===== src/rtl/shifter_pkg.sv =====
// rtl/shifter_pkg.sv - shared op encodings and sideband type for the pipelined shifter
//
// Purpose: types and constants shared by shifter_pipe and shift_stage.
//   shift_op_t        : 2-bit operation code (SLL, SRL, SRA, ROTL).
//   shift_sideband_t  : control bits that travel alongside the data through
//                       every register slice (op, shamt, sign, tag).
// The sideband fields are sized for the largest supported configuration
// (WIDTH up to 64, tag up to 16 bits); narrower builds zero-extend into them.
// Optional feature macro used by this bundle: SHIFTER_ROTATE_EN.

package shifter_pkg;

    typedef enum logic [1:0] {
        OP_SLL  = 2'b00,
        OP_SRL  = 2'b01,
        OP_SRA  = 2'b10,
        OP_ROTL = 2'b11
    } shift_op_t;

    // Upper bounds for the sideband fields; WIDTH <= 64 gives shamt <= 6 bits.
    localparam int MAX_SHAMT_W = 6;
    localparam int MAX_TAG_W   = 16;

    typedef struct packed {
        shift_op_t              op;
        logic [MAX_SHAMT_W-1:0] shamt;
        logic                   sign;   // operand MSB captured at entry, used as SRA fill
        logic [MAX_TAG_W-1:0]   tag;
    } shift_sideband_t;

    localparam shift_sideband_t SIDEBAND_RESET = '{
        op:    OP_SLL,
        shamt: '0,
        sign:  1'b0,
        tag:   '0
    };

    // Build the entry sideband from raw port values (zero-extending shamt/tag).
    function automatic shift_sideband_t make_sideband(
        input logic [1:0]             op,
        input logic [MAX_SHAMT_W-1:0] shamt,
        input logic                   sign,
        input logic [MAX_TAG_W-1:0]   tag
    );
        shift_sideband_t sb;
        sb       = SIDEBAND_RESET;
        sb.op    = shift_op_t'(op);
        sb.shamt = shamt;
        sb.sign  = sign;
        sb.tag   = tag;
        return sb;
    endfunction

endpackage


===== src/rtl/shift_stage.sv =====
// rtl/shift_stage.sv - one fixed-distance barrel shifter stage (combinational)
//
// Purpose: shifts 'data' by the constant AMT when 'sel' is 1, else passes it.
// Ports:
//   data   [WIDTH] in  : stage operand
//   op             in  : operation code (shift_op_t)
//   sign           in  : original operand MSB, used as SRA fill
//   sel            in  : this stage's shift-amount bit
//   result [WIDTH] out : shifted or passed-through operand
// Macro SHIFTER_ROTATE_EN: when undefined, ROTL falls back to zero-fill SLL.

module shift_stage
    import shifter_pkg::*;
#(
    parameter int WIDTH = 32,
    parameter int AMT   = 1
) (
    input  logic [WIDTH-1:0] data,
    input  shift_op_t        op,
    input  logic             sign,
    input  logic             sel,
    output logic [WIDTH-1:0] result
);

    logic [WIDTH-1:0] shifted;

    always_comb begin
        shifted = data;
        case (op)
            OP_SLL:  shifted = {data[WIDTH-AMT-1:0], {AMT{1'b0}}};
            OP_SRL:  shifted = {{AMT{1'b0}}, data[WIDTH-1:AMT]};
            // Fill comes from the carried sign, not this stage's MSB, so the
            // fill is correct regardless of which earlier stages were taken.
            OP_SRA:  shifted = {{AMT{sign}}, data[WIDTH-1:AMT]};
`ifdef SHIFTER_ROTATE_EN
            OP_ROTL: shifted = {data[WIDTH-AMT-1:0], data[WIDTH-1:WIDTH-AMT]};
`else
            OP_ROTL: shifted = {data[WIDTH-AMT-1:0], {AMT{1'b0}}};
`endif
            default: shifted = data;
        endcase
    end

    assign result = sel ? shifted : data;

endmodule


===== src/rtl/shifter_pipe.sv =====
// rtl/shifter_pipe.sv - pipelined multi-mode barrel shifter with valid/ready handshake
//
// Purpose: SLL / SRL / SRA / ROTL of a WIDTH-bit operand by 0..WIDTH-1, built
// from SHAMT_W log2 stages (largest distance first). PIPE=1 registers every
// stage (latency SHAMT_W); PIPE=0 keeps the stages combinational and adds one
// output register (latency 1). A stalled output freezes the whole pipe.
// Ports:
//   clock, reset            : clock, synchronous active-high reset
//   in_valid/in_ready       : input handshake
//   in_data, in_shamt,
//   in_op, in_tag           : operand, shift amount, op code, sideband tag
//   out_valid/out_ready     : output handshake
//   out_data, out_tag       : result and its tag
// Macro SHIFTER_ROTATE_EN: enables rotate-left for op 11 (else op 11 == SLL).
// Supported: WIDTH power of two in 8..64, TAG_W <= 16.

module shifter_pipe
    import shifter_pkg::*;
#(
    parameter  int WIDTH   = 32,
    parameter  int TAG_W   = 5,
    parameter  int PIPE    = 1,
    localparam int SHAMT_W = $clog2(WIDTH)
) (
    input  logic               clock,
    input  logic               reset,
    input  logic               in_valid,
    output logic               in_ready,
    input  logic [WIDTH-1:0]   in_data,
    input  logic [SHAMT_W-1:0] in_shamt,
    input  logic [1:0]         in_op,
    input  logic [TAG_W-1:0]   in_tag,
    output logic               out_valid,
    input  logic               out_ready,
    output logic [WIDTH-1:0]   out_data,
    output logic [TAG_W-1:0]   out_tag
);

    shift_sideband_t  in_sb;
    logic             stall;
    logic             final_valid;
    logic [WIDTH-1:0] final_data;
    shift_sideband_t  final_sb;

    assign in_sb = make_sideband(in_op,
                                 MAX_SHAMT_W'(in_shamt),
                                 in_data[WIDTH-1],
                                 MAX_TAG_W'(in_tag));

    // Only the last stage can be blocked; everything upstream freezes with it.
    assign stall    = final_valid && !out_ready;
    assign in_ready = !stall;

    // Stage i handles shift distance 2^K with K = SHAMT_W-1-i.
    // d_nxt/sb_nxt/v_nxt are the stage's hand-off to stage i+1: registered
    // when PIPE=1, a straight wire when PIPE=0.
    for (genvar i = 0; i < SHAMT_W; i++) begin : g_stage
        localparam int K = SHAMT_W - 1 - i;

        logic [WIDTH-1:0] d_in;
        logic [WIDTH-1:0] d_out;
        logic [WIDTH-1:0] d_nxt;
        shift_sideband_t  sb_in;
        shift_sideband_t  sb_nxt;
        logic             v_in;
        logic             v_nxt;

        if (i == 0) begin : g_head
            assign d_in  = in_data;
            assign sb_in = in_sb;
            assign v_in  = in_valid;
        end else begin : g_link
            assign d_in  = g_stage[i-1].d_nxt;
            assign sb_in = g_stage[i-1].sb_nxt;
            assign v_in  = g_stage[i-1].v_nxt;
        end

        shift_stage #(
            .WIDTH (WIDTH),
            .AMT   (1 << K)
        ) u_shift (
            .data   (d_in),
            .op     (sb_in.op),
            .sign   (sb_in.sign),
            .sel    (sb_in.shamt[K]),
            .result (d_out)
        );

        if (PIPE != 0) begin : g_reg
            always_ff @(posedge clock) begin
                if (reset) begin
                    v_nxt  <= 1'b0;
                    d_nxt  <= '0;
                    sb_nxt <= SIDEBAND_RESET;
                end else if (!stall) begin
                    v_nxt  <= v_in;
                    d_nxt  <= d_out;
                    sb_nxt <= sb_in;
                end
            end
        end else begin : g_comb
            assign v_nxt  = v_in;
            assign d_nxt  = d_out;
            assign sb_nxt = sb_in;
        end
    end

    if (PIPE != 0) begin : g_out_pipe
        // Last stage's slice is the output register.
        assign final_valid = g_stage[SHAMT_W-1].v_nxt;
        assign final_data  = g_stage[SHAMT_W-1].d_nxt;
        assign final_sb    = g_stage[SHAMT_W-1].sb_nxt;
    end else begin : g_out_reg
        always_ff @(posedge clock) begin
            if (reset) begin
                final_valid <= 1'b0;
                final_data  <= '0;
                final_sb    <= SIDEBAND_RESET;
            end else if (!stall) begin
                final_valid <= g_stage[SHAMT_W-1].v_nxt;
                final_data  <= g_stage[SHAMT_W-1].d_nxt;
                final_sb    <= g_stage[SHAMT_W-1].sb_nxt;
            end
        end
    end

    assign out_valid = final_valid;
    assign out_data  = final_data;
    assign out_tag   = final_sb.tag[TAG_W-1:0];

    // op/shamt/sign and the upper tag bits are spent by the time they reach
    // the output; fold them into one sink so they do not dangle.
    logic unused_final_sb;
    assign unused_final_sb = ^final_sb;

endmodule


===== config.mk =====
export PLATFORM = sky130hd
export DESIGN_NAME = shifter_pipe
export DESIGN_NICKNAME = d
export VERILOG_FILES = /design/src/rtl/shifter_pkg.sv /design/src/rtl/shift_stage.sv /design/src/rtl/shifter_pipe.sv
export SDC_FILE = /design/constraint.sdc
export NUM_CORES = 1
export LEC_CHECK = 0
export BUFFER_PORTS_ARGS = -buffer_cell sky130_fd_sc_hd__buf_2
export CAP_MARGIN = 10
export CORE_MARGIN = 2
export CORE_UTILIZATION = 56
export DETAILED_ROUTE_END_ITERATION = 10
export GPL_TIMING_DRIVEN = 1
export PLACE_DENSITY = 0.75
export SYNTH_ARGS = -nofsm -noshare
export SYNTH_HDL_FRONTEND = slang
export SYNTH_HIERARCHICAL = 1
export SYNTH_SLANG_ARGS = --single-unit

===== constraint.sdc =====
create_clock -name clock -period 1.7 [get_ports clock]
set_input_delay 0.17 -clock clock [delete_from_list [all_inputs] [get_ports clock]]
set_output_delay 0.17 -clock clock [all_outputs]
set_load 0.005 [all_outputs]

**Word level (Yosys, flattened, before mapping)**

Cells that the tools add are included.

- Add/subtract/negate cells: 0
- Multiply operators: 0
- Divide/modulo/power cells: 0
- $lt $le $gt $ge: 0
- Eq/ne operators: 15
- Shift operators: 0
- Muxes and demuxes: 10
- Bitwise logic cells: 0
- Reductions and logical operators: 13

Operators with widths:

| operator | count |
|---|---|
| $pmux 32 s3 | 5 |
| $mux 32 | 5 |
| $eq 2x2->1 const B | 10 |
| $eq 2x1->1 const B | 5 |
| $logic_not 2->1 | 5 |
| $reduce_or 2->1 | 5 |
| $logic_not 1->1 | 2 |
| $logic_and 1x1->1 | 1 |

- Register bits: 212
- Latch bits: 0
- Memory bits (writable): 0
- Memory bits (read-only): 0
- Bits of input ports: 48
- Output and inout bits: 39
- Logic and storage cells: 65
- Memories kept: 0

**Longest topological paths before layout**

Gate-level depths: netlist (run 1).

- Word-level depth: 4
- Gate-level depth with buffers: 9
- Depth with buffers taken out: 6

**Modules after synthesis**

The synthesis (run 1) kept the hierarchy.

By module, submodules not included:

| module | instances | cells an instance | area an instance (um2) | seq. area each (um2) |
|---|---|---|---|---|
| shifter_pipe | 1 | 916 | 9240.1 | 4244.1 |
| shift_stage at g_stage[3].u_shift | 1 | 104 | 894.6 | 0.0 |
| shift_stage at g_stage[4].u_shift | 1 | 80 | 664.4 | 0.0 |
| shift_stage at g_stage[2].u_shift | 1 | 77 | 663.1 | 0.0 |
| shift_stage at g_stage[1].u_shift | 1 | 75 | 623.1 | 0.0 |
| shift_stage at g_stage[0].u_shift | 1 | 67 | 528.0 | 0.0 |

**Worst setup path before layout (run 1)**

OpenSTA, ideal clock, no wires.

- Path type: reg-to-reg
- Start point: register g_stage[0].sb_nxt[23] in the netlist's numbering
- End point: register g_stage[1].d_nxt[16]
- Library setup time: 0.119 ns
- Arrival time: 1.598 ns
- Required time: 1.581 ns
- Setup slack: -0.017 ns
- Cell stages (with the launch flop): 10
- Buffers on the path: 3
- Clock period less this slack: 1.717 ns
- Cells stage by stage: dfxtp_1 -> inv_1 -> ha_1 -> buf_6 -> and3b_1 -> buf_6 -> buf_6 -> a221o_1 -> nand2b_1 -> o21ai_1

- Cells in the longest elaborated chain, start to end: 4
- Elaborated cells between the ends (all ways): 7
- Classes of those cells: eq/ne: 3; mux: 2; reduce/logical: 2

Ends and longest elaborated chain:

| item | line | text |
|---|---|---|
| start: declaration | shifter_pipe.sv:64 | `shift_sideband_t sb_nxt;` |
| start signal: assignment | shifter_pipe.sv:98 | `sb_nxt <= sb_in;` |
| $eq 2x2->1 / $logic_not 2->1 (equally long branches) | shift_stage.sv:29 | `case (op)` |
| $reduce_or 2->1 (no source line) | - |  |
| $pmux 32 s3 (*) | shift_stage.sv:29 |  |
| $mux 32 (*) | shift_stage.sv:44 | `assign result = sel ? shifted : data;` |
| via g_stage[1].d_out[16] | shifter_pipe.sv:61 | `logic [WIDTH-1:0] d_out;` |
| end signal: assignment | shifter_pipe.sv:97 | `d_nxt <= d_out;` |
| end: declaration | shifter_pipe.sv:62 | `logic [WIDTH-1:0] d_nxt;` |

The timed path passes the listed nets; every way through them passes the cells marked *.
A chain may end at the register's enable or synchronous reset.

**Worst setup path in the final report (run 1)**

- Start point: register g_stage[1].sb_nxt[23] in the netlist's numbering
- End point: register g_stage[2].d_nxt[10]

- Cells in the longest elaborated chain, start to end: 4
- Elaborated cells between the ends (all ways): 7
- Classes of those cells: eq/ne: 3; mux: 2; reduce/logical: 2

Ends and longest elaborated chain:

| item | line |
|---|---|
| start: declaration | shifter_pipe.sv:64 |
| start signal: assignment | shifter_pipe.sv:98 |
| $eq 2x2->1 / $logic_not 2->1 (equally long branches) | shift_stage.sv:29 |
| $reduce_or 2->1 (no source line) | - |
| $pmux 32 s3 (*) | shift_stage.sv:29 |
| $mux 32 (*) | shift_stage.sv:44 |
| via g_stage[2].d_out[10] | shifter_pipe.sv:61 |
| end signal: assignment | shifter_pipe.sv:97 |
| end: declaration | shifter_pipe.sv:62 |

Marks and branches as above.

==> impl_metrics.toml, run 1 <==
[synthesis]
yosys.area.top_type_share = 0.3365
seq_area_frac_synth = 0.3365
netlist_top_cells_count = "nand2b_1 (216), dfxtp_1 (212), nand4bb_1 (173), o21ai_1 (173), clkbuf_1 (79)"
synth.most_common_cell = "nand2b_1"
async_reset_ff_frac = 0
synthTopCellsByArea = "dfxtp_1 (34%), nand4bb_1 (15%), nand2b_1 (11%)"
avgSynthCellArea_um2 = 9.563
synth_top_area_cell = "dfxtp_1"
syn_nets = 1377
synth_area_um2 = 12610
synth_edf_count = 0
synth_cells = 1319
ys.flop_type = "dfxtp_1"
synth-seq-cells = 212
synth_cell_types = 30
ys_warn_count = 6

[placed_design]
gp_congestion = 0.8242
dp_slack_ns = -0.007382
place.port_buffers = 86
dp_hpwl_mm = 18.86

[grt]
antenna_found_initial = 0
grt-ovfl-total = 0
grt_pass1_vias = 9420
grt_max_degree = 114
grt_pass1_wl_mm = 49.07
grtUsageTotal = 0.2416

[critical_path]
path_max_fanout = 24
crit_chain = "inv_1 > ha_4 > and3b_2 > buf_12 > a221o_1 > nand2b_1 > o21ai_1"
critical_path_required_ns = 2.08
critPathKind = "reg2reg"
slowest_stage = "dfxtp_4"
critPathLaunchType = "register"
worstPathArrival_ns = 2.03
crit_path_max_incr_delay_ns = 0.36
cp-end-kind = "register"

[timing]
max_slew.worst_pin.slew_ns = 0.5216
hold_viol = 0
post-route-period-util = 0.9757
relSlewSlack = 0.6523
finalSetupTns_ns = 0
fmax_mhz = 602.9
skew_ns = 0.008875
finalSetupViolCount = 0
layout_min_cycle_time_ns = 1.659
worst_slack_ns = 0.04130
slew_violations = 0

[run]
maxCapViolations = 0

[floorplanning]
die_x_um = 154.1
ios = 87
die_y_um = 154.1
rows = 54
core_um2 = 21960
initial_core_util = 0.5744
die-area_um2 = 23740

[route]
firstDrtPassIters = 5
num_vias = 10270
vias_per_cell = 6.331
drtIter0Drc = 723
drt_drc_violations_left = 0
ant_nets = 0
routedWlPerCell_um = 18.98
drt_wl_total_mm = 30.78

[finish]
num-nets-final = 1382
drive_gt1_frac = 0.1520
n_antenna_cell = 0
syn2layout_area_growth_pct = 11.75

[clock_tree]
clock_latency_ns = 0.51
cts_tree = "yes"
cts.sinks = 212
h-tree-depth = 1
cts_setup_buffers = 0
clockBufferDepth = 3
root_buffer = "clkbuf_16"
clkTransAtPathRegs_ns = 0.06
cts_made_buffers = 24

[power]
vdd_drop_max_mv = 0.9634
powerDensity_nw_per_um2 = 842.8
power.leakage_nw = 5.313
total_power_w = 0.01188

[hold_path]
hold_class = "in2reg"

[outcome]
outcome = "completed"
-- layout by cell type (no fill, tap or decap), types with 6 or more instances in the layout --
cell type | synthesis | layout
mux2i_1 | 38 | 38
buf_4 | 2 | 21
a221o_2 | 8 | 8
nand2b_1 | 216 | 216
a211o_1 | 20 | 20
nand4bb_1 | 173 | 173
and2b_1 | 22 | 22
a22oi_1 | 31 | 31
a221o_1 | 70 | 70
buf_2 | 38 | 84
clkbuf_16 | 0 | 27
inv_1 | 13 | 12
clkinv_2 | 0 | 6
o21ai_1 | 173 | 173
buf_12 | 0 | 15
a22o_1 | 27 | 27
o2bb2ai_1 | 30 | 30
dfxtp_1 | 212 | 206
o21a_4 | 4 | 7
dlygate4sd3_1 | 0 | 12
nor2b_1 | 69 | 68
and4b_1 | 28 | 28
-- layer usage --
layer	vias to the layer above	GRT usage	wire length (um)
met4	0	0.07877	934
met2	260	0.3918	14530
met1	4980	0.3380	14000
met3	55	0.02480	1315
li1	4974	-	-
met5	-	0	0
-- registers in the layout, summed over array words and instances (netlist names) --
| register | count |
|---|---|
| g_stage.d_nxt | 128 |
| g_stage.sb_nxt | 42 |
| g_stage.v_nxt | 4 |
| out_data | 32 |
| out_tag | 5 |
| out_valid | 1 |
-- power breakdown --
part | internal (W) | total (W) | switching, W
combinational | 0.000649 | 0.00124 | 0.000589
clock | 0.00328 | 0.00533 | 0.00206
sequential | 0.00514 | 0.00531 | 0.000173
total | 0.00906 | 0.0119 | 0.00282
-- kinds of logic after synthesis --
family | share of synthesized area
compound gates | 0.2128
fa+ha+maj | 0.009920
buf+inv | 0.07717
flops | 0.3365
mux | 0.03016
simple gates | 0.3335
-- layout make-up --
type	count	area [um^2]
sequential	212	4259
tap	280	350.3
clock buffer	33	685.7
timing repair buffer	135	1060
inverter	17	63.81
clock inverter	11	136.4
multi-input combinational	934	7541
fill	1767	7863
-- metrics by stage --
| step | cells | utilization | hold WS (ns) | cell area [um^2] |
|---|---|---|---|---|
| after floorplan | 1319 | - | 0.3146 | 12610 |
| after global placement | 1559 | 0.5900 | 0.4248 | 12960 |
| after detailed placement | 1559 | 0.5900 | 0.4336 | 12960 |
| after CTS | 1615 | 0.6330 | 0.01453 | 13900 |
| after global routing | 1622 | 0.6419 | 0.04014 | 14100 |
| final | 1622 | 0.6419 | 0.03084 | 14100 |
-- path summary, 6_finish.rpt --
path	from	to	slack, ns	depth (start not counted)
setup / recovery	g_stage[1].sb_nxt[23]	g_stage[2].d_nxt[10]	0.04	7
hold / removal	in_data[18]	g_stage[0].d_nxt[18]	0.03	4
setup reg to reg	g_stage[1].sb_nxt[23]	g_stage[2].d_nxt[10]	0.04	7
hold reg to reg	g_stage[3].v_nxt	out_valid	0.45	2
-- repair_timing --
action,4_1_cts,5_1_grt
gates cloned,0,7
hold buffers,12,0
setup endpoints to repair,2,90
endpoints found under the hold margin,12,0
pin swaps,0,3
resized for setup,1,23
-- critical path, delay by kind of cell (launching register included) --
family	cells	cell delay (ns)
fa+ha+maj	1	0.21
buf+inv	2	0.26
flops	1	0.36
compound gates	2	0.39
simple gates	2	0.31
No activity file was read; power rests on OpenSTA's default activity.
==> inputs of run 2 (changes only) <==
- CELL_PAD_IN_SITES_DETAIL_PLACEMENT: not set -> 1
- CELL_PAD_IN_SITES_GLOBAL_PLACEMENT: not set -> 2
- CORE_UTILIZATION: 56 -> 35
- PLACE_DENSITY: 0.75 -> 0.73
==> run 2 against run 1 <==
Compared with the run above:
- the run now ends with negative setup slack left
- sequential share of layout area shrank 0.89 points
- clock power grew 7.7%
- sequential power is essentially flat
- register-to-register slack lost 0.04 ns
- clock skew grew 0.013 ns
- critical endpoint is now g_stage[2].d_nxt[17]
- largest cell class unchanged
==> impl_metrics.toml, run 2 (synthesized netlist as in run 1, its figures left out) <==
[floorplanning]
die-area_um2 = 37570
die_x_um = 193.8
rows = 69
ios = 87
die_y_um = 193.8
initial_core_util = 0.3546
core_um2 = 35570

[critical_path]
critical_path_required_ns = 2.11
critPathKind = "reg2reg"
path_max_fanout = 6
critPathLaunchType = "register"
r2r_cells = 7
worstPathArrival_ns = 2.11
cp-end-kind = "register"

[route]
vias_per_cell = 5.671
num_vias = 10260
ant_nets = 0
drtIter0Drc = 705
drt_wl_total_mm = 36.17
firstDrtPassIters = 5
drt_drc_violations_left = 0
routedWlPerCell_um = 19.99

[power]
vdd_drop_max_mv = 0.7616
total_power_w = 0.01236
powerDensity_nw_per_um2 = 850.5
power.leakage_nw = 5.388

[grt]
grt_pass1_vias = 10060
grt-ovfl-total = 0
antenna_found_initial = 0
grtUsageTotal = 0.1786
grt_max_degree = 108
grt_pass1_wl_mm = 56.87

[outcome]
violations = "negative setup slack"
outcome = "finished with violations"

[clock_tree]
clkTransAtPathRegs_ns = 0.06
clockBufferDepth = 3
clock_latency_ns = 0.54
cts_made_buffers = 26
h-tree-depth = 1
root_buffer = "clkbuf_16"
cts.sinks = 212
cts_tree = "yes"

[placed_design]
dp_hpwl_mm = 22.94
gp_congestion = 0.7555
place.port_buffers = 86
placed_area_um2 = 13260

[finish]
num-nets-final = 1390
syn2layout_area_growth_pct = 15.22
regArea_um2 = 4262
final_area_um2 = 14530
drive_gt1_frac = 0.1513
most-common-layout-cells = "nand2b_1 (216), dfxtp_1 (206), nand4bb_1 (173), o21ai_1 (173), buf_2 (84)"
fill_cells = 4046
largest_reg_flops = 128
multi_input_area_um2 = 7516
final_common_cell = "nand2b_1"
n_antenna_cell = 0
regMostFlops = "g_stage.d_nxt"

[timing]
hold_viol = 0
post-route-period-util = 1.002
finalSetupTns_ns = -0.002603
skew_ns = 0.02163
finalSetupViolCount = 1
layout_min_cycle_time_ns = 1.703
relSlewSlack = 0.6472
worst_slack_ns = -0.002603
slew_violations = 0
whs_ns = 0.02017
max_slew.worst_pin.slew_ns = 0.5286
fmax_mhz = 587.3
rsz0062_at_grt = "true"

[hold_path]
hold_class = "in2reg"
min_path_cells = 4

[run]
maxCapViolations = 0
==> run 2: power by group <==
group / switching, W / internal (W)
clock: 0.00221 / 0.00354
combinational: 0.000620 / 0.000675
sequential: 0.000185 / 0.00514
total: 0.00301 / 0.00935
==> run 2: final timing paths <==
path | from | to | slack (ns)
min | in_data[23] | g_stage[0].d_nxt[23] | 0.02
min reg2reg | g_stage[3].v_nxt | out_valid | 0.44
max | g_stage[1].sb_nxt[23] | g_stage[2].d_nxt[17] | -0.003
max reg2reg | g_stage[1].sb_nxt[23] | g_stage[2].d_nxt[17] | -0.003
==> run 2: per-stage QoR <==
step / setup slack (ns) / std cells / utilization
after CTS: 0.003065 / 1802 / 0.4030
after global routing: -0.03730 / 1809 / 0.4086
after detailed placement: -0.05312 / 1740 / 0.3727
final: -0.002603 / 1809 / 0.4086
after global placement: 0.01823 / 1740 / 0.3727
after floorplan: 0.002287 / 1319 / -
==> run 2: cell type report <==
type / count / area share
multi-input cells: 933 / 0.5172
clock buffers: 36 / 0.04942
clock inverters: 8 / 0.01076
inverters: 17 / 0.004391
flip-flops and latches: 212 / 0.2932
repair buffers: 142 / 0.08532
well taps: 461 / 0.03969
==> run 2: repair_timing <==
action                                 in CTS  in global routing
resized for setup                           2                 23
cloned                                      1                  7
buffers inserted                            1                  0
hold buffers                               16                  0
pin swaps                                   1                  5
setup endpoints to repair                  20                 84
endpoints found under the hold margin      16                  0
==> run 2: critical path, stage by stage, from the launching register on <==
cell and delay (ns):
dfxtp_4 0.37, inv_2 0.05, ha_4 0.20, and3b_2 0.29, buf_12 0.16, a221o_1 0.36
nand2b_1 0.09, o21ai_1 0.06
==> run 2: routing by layer <==
metal	global-route usage	vias up	routed length, um
li1	-	4984	-
met1	0.2515	5101	17790
met2	0.2950	141	16760
met3	0.02105	33	1036
met4	0.03507	0	585
met5	0	-	0
